`config.mk`:
```
export PLATFORM = sky130hd
export DESIGN_NAME = picorv32_trace_buffer
export DESIGN_NICKNAME = d
export VERILOG_FILES = /design/src/rtl/picorv32_trace_pkg.sv /design/src/rtl/picorv32_trace_fifo.sv /design/src/rtl/picorv32_trace_buffer.sv
export SDC_FILE = /design/constraint.sdc
export NUM_CORES = 2
export LEC_CHECK = 0
export BUFFER_PORTS_ARGS = -buffer_cell sky130_fd_sc_hd__buf_4
export CAP_MARGIN = 10
export CORE_UTILIZATION = 64
export DETAILED_ROUTE_END_ITERATION = 8
export PLACE_DENSITY = 0.81
export SYNTH_ARGS = -nofsm -noshare
export SYNTH_HDL_FRONTEND = slang
export SYNTH_HIERARCHICAL = 1
export SYNTH_SLANG_ARGS = --single-unit
```
`constraint.sdc`:
```
create_clock -name clk -period 9.35 [get_ports clk]
set_input_delay 1.87 -clock clk [delete_from_list [all_inputs] [get_ports clk]]
set_output_delay 1.87 -clock clk [all_outputs]
set_load 0.03 [all_outputs]
```
`src/rtl/picorv32_trace_pkg.sv`:
```
// Shared definitions for the PicoRV32 trace capture buffer.
`default_nettype none

package picorv32_trace_pkg;

  localparam int TRACE_W = 36;

  typedef enum logic [1:0] {
    IDLE    = 2'd0,
    CAPTURE = 2'd1,
    FROZEN  = 2'd2
  } trace_state_e;

  localparam logic [31:0] DROP_MAX = 32'hFFFF_FFFF;

endpackage

`default_nettype wire

```
`src/rtl/picorv32_trace_fifo.sv`:
```
// Synchronous first-word-fall-through FIFO; occupancy tracked by a level counter.
`default_nettype none

module picorv32_trace_fifo #(
  parameter int DEPTH = 64,
  parameter int WIDTH = 36
) (
  input  logic                     clk,
  input  logic                     resetn,
  input  logic                     clear_i,
  input  logic                     push_i,
  input  logic                     pop_i,
  input  logic [WIDTH-1:0]         wdata_i,
  output logic [WIDTH-1:0]         rdata_o,
  output logic [$clog2(DEPTH):0]   level_o,
  output logic                     full_o,
  output logic                     empty_o
);

  localparam int PTR_W = $clog2(DEPTH);
  localparam logic [PTR_W:0] FULL_LVL = (PTR_W + 1)'(DEPTH);

  logic [WIDTH-1:0] mem_q [DEPTH];
  logic [PTR_W-1:0] rd_ptr_q, rd_ptr_d;
  logic [PTR_W-1:0] wr_ptr_q, wr_ptr_d;
  logic [PTR_W:0]   level_q, level_d;
  logic             push_ok, pop_ok;

  assign full_o  = (level_q == FULL_LVL);
  assign empty_o = (level_q == '0);
  assign push_ok = push_i && !full_o && !clear_i;
  assign pop_ok  = pop_i && !empty_o && !clear_i;

  // Head is forced to zero when empty so the output is defined after reset.
  assign rdata_o = empty_o ? '0 : mem_q[rd_ptr_q];
  assign level_o = level_q;

  always_comb begin
    rd_ptr_d = rd_ptr_q;
    wr_ptr_d = wr_ptr_q;
    level_d  = level_q;
    if (clear_i) begin
      rd_ptr_d = '0;
      wr_ptr_d = '0;
      level_d  = '0;
    end else begin
      if (push_ok) wr_ptr_d = wr_ptr_q + 1'b1;
      if (pop_ok)  rd_ptr_d = rd_ptr_q + 1'b1;
      case ({push_ok, pop_ok})
        2'b10:   level_d = level_q + 1'b1;
        2'b01:   level_d = level_q - 1'b1;
        default: level_d = level_q;
      endcase
    end
  end

  always_ff @(posedge clk or negedge resetn) begin
    if (!resetn) begin
      rd_ptr_q <= '0;
      wr_ptr_q <= '0;
      level_q  <= '0;
    end else begin
      rd_ptr_q <= rd_ptr_d;
      wr_ptr_q <= wr_ptr_d;
      level_q  <= level_d;
    end
  end

  always_ff @(posedge clk) begin
    if (push_ok) mem_q[wr_ptr_q] <= wdata_i;
  end

endmodule

`default_nettype wire

```
`src/rtl/picorv32_trace_buffer.sv`:
```
// Trace capture buffer: records core trace words until a trap, then freezes for drain.
`default_nettype none

module picorv32_trace_buffer #(
  parameter int DEPTH   = 64,
  parameter int TRACE_W = picorv32_trace_pkg::TRACE_W
) (
  input  logic                    clk,
  input  logic                    resetn,
  input  logic                    trace_valid,
  input  logic [TRACE_W-1:0]      trace_data,
  input  logic                    trap,
  input  logic                    enable,
  input  logic                    clear,
  output logic                    out_valid,
  input  logic                    out_ready,
  output logic [TRACE_W-1:0]      out_data,
  output logic [$clog2(DEPTH):0]  level,
  output logic [1:0]              state,
  output logic                    overflow,
  output logic [31:0]             drop_count
);

  import picorv32_trace_pkg::*;

  trace_state_e state_q, state_d;
  logic         overflow_q, overflow_d;
  logic [31:0]  drop_cnt_q, drop_cnt_d;
  logic         push_req, push, drop, full, empty;

  // Drop decision uses pre-edge fullness, so a same-cycle pop never rescues a push.
  assign push_req = (state_q == CAPTURE) && trace_valid;
  assign push     = push_req && !full;
  assign drop     = push_req && full;

  picorv32_trace_fifo #(
    .DEPTH (DEPTH),
    .WIDTH (TRACE_W)
  ) u_fifo (
    .clk     (clk),
    .resetn  (resetn),
    .clear_i (clear),
    .push_i  (push),
    .pop_i   (out_ready),
    .wdata_i (trace_data),
    .rdata_o (out_data),
    .level_o (level),
    .full_o  (full),
    .empty_o (empty)
  );

  assign out_valid  = !empty;
  assign state      = state_q;
  assign overflow   = overflow_q;
  assign drop_count = drop_cnt_q;

  always_comb begin
    state_d = state_q;
    case (state_q)
      IDLE:    if (enable) state_d = CAPTURE;
      CAPTURE: begin
        if (trap)         state_d = FROZEN;
        else if (!enable) state_d = IDLE;
      end
      FROZEN:  if (!enable) state_d = IDLE;
      default: state_d = IDLE;
    endcase
    if (clear) state_d = IDLE;
  end

  always_comb begin
    overflow_d = overflow_q;
    drop_cnt_d = drop_cnt_q;
    if (clear) begin
      overflow_d = 1'b0;
      drop_cnt_d = '0;
    end else if (drop) begin
      overflow_d = 1'b1;
      drop_cnt_d = (drop_cnt_q == DROP_MAX) ? DROP_MAX : drop_cnt_q + 32'd1;
    end
  end

  always_ff @(posedge clk or negedge resetn) begin
    if (!resetn) begin
      state_q    <= IDLE;
      overflow_q <= 1'b0;
      drop_cnt_q <= '0;
    end else begin
      state_q    <= state_d;
      overflow_q <= overflow_d;
      drop_cnt_q <= drop_cnt_d;
    end
  end

endmodule

`default_nettype wire

```
==> reports/qor.log <==
[die] Die H 380 um
[cts] sinks on the clock net 2,358
[logic_synthesis] sequential fraction of the synthesis area 77.2%
[place] global placement routability congestion 0.947
[global_route] gr usage total 35.9%
[cts] post-cts gate resize count 0
[critical_path] CP most frequent cell sky130_fd_sc_hd__mux4_2
[critical_path] cell type of the slowest stage on the worst timing path sky130_fd_sc_hd__dfrtp_4
[pwr] leakage 31.7 nW
[sta] final worst path period need 7110 ps
[logic_synthesis] dominant cell type by area after synthesis sky130_fd_sc_hd__edfxtp_1
[logic_synthesis] top cells by area, synth sky130_fd_sc_hd__edfxtp_1, sky130_fd_sc_hd__mux4_2, sky130_fd_sc_hd__mux2i_1
[critical_path] Crit Path Class flop to output pin
[finish] multi-input combinational cell area 20,200 um2
[sta] worst-case headroom to the max-slew limit 6.31%
[critical_path] data required time at the worst endpoint 7480 ps
[global_route] maximum number of pins on one net before global-route repair 132
[finish] share of layout cells above drive strength 1 28.0%
[finish] commonest non-fill, non-tap cell in the layout sky130_fd_sc_hd__edfxtp_1
[cts] cts-stage hold buffer count 0
[logic_synthesis] post-synthesis share of cell area spent on xor and xnor gates 0.115%
[cts] clock insertion delay at the later pin of the skew report 870 ps
[global_route] wire length of the first global-routing pass 358,000 um
[die] initial core utilization 64.5%
[cts] clock slew at the register clock pins of the worst setup and hold paths 60 ps
[cts] CTS tree done
[sta] post-route clock skew 26.4 ps
[detailed_routing] WL per Instance 40.2 um
[finish] number of fill cells 7,502
[detailed_routing] vias 48,000
[logic_synthesis] nets in the synthesized netlist 4,138
[logic_synthesis] Post-Synth Simple-Gate Area 2.27%
[logic_synthesis] arithmetic-cell share of the synthesized area counting full adders, half adders and majority gates 0.0685%
[detailed_routing] via density per instance 7.50
[pwr] power per standard cell area 234 nW/um2
[detailed_routing] drt drc 0
[place] dpl cell area 95,100 um2
[finish] commonest non-fill, non-tap cells in the layout sky130_fd_sc_hd__edfxtp_1, sky130_fd_sc_hd__mux4_2, sky130_fd_sc_hd__clkbuf_16
[logic_synthesis] number of cells produced by synthesis 4,090
[detailed_routing] number of nets with antenna violations after detailed routing 0
[cts] CTS Buf Count 217
[finish] fin nets 4,375
[logic_synthesis] number of flops mapped to enable cells by yosys 2,304
[pwr] Max IR drop VDD 0.239 mV
[logic_synthesis] average footprint of a synthesized cell 22.3 um2
[global_route] number of antenna violations at the first check in global routing 18
[critical_path] maximum fanout count along the critical path 107
[status] outcome complete, no violations
[logic_synthesis] Netlist Area Pre-Place 91,400 um2
[min_path] worst hold-check path type flop to flop
[sta] Hold Worst Slack 514 ps
[logic_synthesis] warning count from the yosys run 6
[critical_path] Worst Setup End Kind output pin
[die] total number of placement rows 138
[logic_synthesis] multiplexer area fraction after synthesis 16.9%
[die] Die X 380 um
[die] die footprint 144,000 um2
[sta] period utilisation layout 76.1%
[place] DP HPWL 135,000 um
[detailed_routing] count of TritonRoute iterations in the first routing pass 6
[cts] CTS HTree Levels 4
[logic_synthesis] Distinct cells, synth 83
[critical_path] delay of the slowest cell on the worst path 940 ps
[die] area of the core 142,000 um2
[logic_synthesis] area share of the leading cell type in the synthesized netlist 75.7%
[sta] Setup-failing EPs final 0
[critical_path] cell family contributing the most delay on the critical path multiplexers
[sta] final-report hold violation count 0
[cts] Post CTS Setup Buffer Count 0
[critical_path] Worst Setup Start Kind flop
[flow_run] number of max-cap violations 0
[logic_synthesis] share of synthesized registers carrying an async set or reset 2.29%
[die] top-level I/O count 122
[finish] storage element area 70,600 um2
[logic_synthesis] most frequently used flop master after synthesis sky130_fd_sc_hd__edfxtp_1
[sta] transition at the pin with the smallest max-transition slack 1390 ps
[detailed_routing] number of design-rule violations left by the first detailed-router iteration 8,542
[critical_path] number of buffer and inverter stages on the critical path 2
[logic_synthesis] post-synthesis compound-gate area fraction 2.15%
[sta] max-slew violations 0
[critical_path] critical path cell sequence buf_12 -> mux4_2 -> mux4_2 -> mux2i_1 -> o21ai_0 -> buf_4
[sta] unrepaired setup endpoints after global routing false
[global_route] via count of the first global-routing pass 46,600
[critical_path] critical path arrival 5240 ps
[logic_synthesis] register bit total from synthesis 2,358
[cts] maximum buffer depth of the clock tree 3
[finish] cell area after layout 102,000 um2
[global_route] remaining global-route overflow 0
[detailed_routing] post-detailed-routing wire length 258,000 um
[cts] Clock Tree Root sky130_fd_sc_hd__clkbuf_16
[sta] Max Freq 141 MHz
[logic_synthesis] combinational family with the most area after synthesis multiplexers
[sta] setup_tns 0 ps
[finish] post-layout utilization of the core 72.2%
[place] buffers added on ports 121
[finish] post-synthesis to final-layout area growth 11.9%
## sequential cells by signal, indices dropped and copies added, names as in the netlist
register         flops
drop_count          32
overflow             1
state                2
u_fifo/level_o       7
u_fifo/mem_q      2304
u_fifo/rd_ptr_q      6
u_fifo/wr_ptr_q      6
## cells in the mapped netlist (7+ instances only)
master	count
sky130_fd_sc_hd__nand4_1	15
sky130_fd_sc_hd__clkbuf_1	72
sky130_fd_sc_hd__dfrtp_1	54
sky130_fd_sc_hd__nor2b_1	14
sky130_fd_sc_hd__o21ai_0	16
sky130_fd_sc_hd__nand2b_1	8
sky130_fd_sc_hd__nor4_1	8
sky130_fd_sc_hd__nand2_1	83
sky130_fd_sc_hd__nor3_1	29
sky130_fd_sc_hd__a21oi_1	31
sky130_fd_sc_hd__buf_6	10
sky130_fd_sc_hd__inv_1	10
sky130_fd_sc_hd__nand3_1	59
sky130_fd_sc_hd__edfxtp_1	2304
sky130_fd_sc_hd__o22ai_1	10
sky130_fd_sc_hd__a31oi_1	14
sky130_fd_sc_hd__mux2i_1	190
sky130_fd_sc_hd__and2_1	8
sky130_fd_sc_hd__a22oi_1	104
sky130_fd_sc_hd__and3_1	17
sky130_fd_sc_hd__buf_2	62
sky130_fd_sc_hd__nor2_1	131
sky130_fd_sc_hd__a32oi_1	8
sky130_fd_sc_hd__a22o_1	8
sky130_fd_sc_hd__mux2_2	12
sky130_fd_sc_hd__buf_1	38
sky130_fd_sc_hd__and4_1	7
sky130_fd_sc_hd__a211oi_1	10
sky130_fd_sc_hd__mux4_2	593
sky130_fd_sc_hd__o211ai_1	8
sky130_fd_sc_hd__buf_4	35
## logic make-up (layout without fill, tap and decap cells)
group | count (synthesis) | count (layout)
flops | 2358 | 2358
mux | 798 | 798
simple gates | 415 | 415
compound gates | 268 | 268
buf+inv | 234 | 656
xor+xnor | 12 | 12
fa+ha+maj | 5 | 5
other cells | 0 | 6
## path summary, 6_finish.rpt
check	startpoint	to	slack, ps	cells after the start
max in group asynchronous	resetn	u_fifo/rd_ptr_q[2]	7730	1
min in group asynchronous	resetn	u_fifo/level_o[4]	1070	1
worst max-delay path	u_fifo/rd_ptr_q[0]	out_data[31]	2240	6
worst max register to register	u_fifo/level_o[1]	u_fifo/mem_q[8][24]	3600	8
worst min register to register	overflow	overflow	510	2
worst min-delay path	overflow	overflow	510	2
## report_power, final
| part | total [mW] | internal [mW] | switching, mW |
|---|---|---|---|
| logic | 3.40 | 1.25 | 2.14 |
| clock network | 8.82 | 4.91 | 3.91 |
| registers | 11.7 | 11.6 | 0.0571 |
| total | 23.9 | 17.8 | 6.11 |
## routing by layer
metal  up-vias  share of wire, %  GRT usage, %
li1      17900                 -             -
met1     24600                33          49.3
met2      4765                46          54.5
met3       808                15          9.82
met4        22               6.0          17.2
met5         -             0.054             0
## metrics by stage
stage	std cells	total power, mW	setup WS [ps]
floorplan	4090	13.9	3700
global placement	5985	15.1	2850
detailed placement	5991	15.1	2840
CTS	6395	23.8	2460
global route	6402	24.3	2260
finish	6408	23.9	2240
## tightest hold or removal path: stages (launching register included)
cell	delay, ps
sky130_fd_sc_hd__dfrtp_1	350
sky130_fd_sc_hd__nor2_1	50
sky130_fd_sc_hd__nor2_1	80
## layout make-up
cell class	instances	share of cell area, %
Clock inverter	146	1.34
Antenna cell	6	0.0147
Clock buffer	258	5.50
Inverter	14	0.0563
Multi-Input combinational cell	1498	19.7
Timing Repair Buffer	238	2.01
Tap cell	1890	2.31
Sequential cell	2358	69.0
No activity file was read; power rests on OpenSTA's default activity.
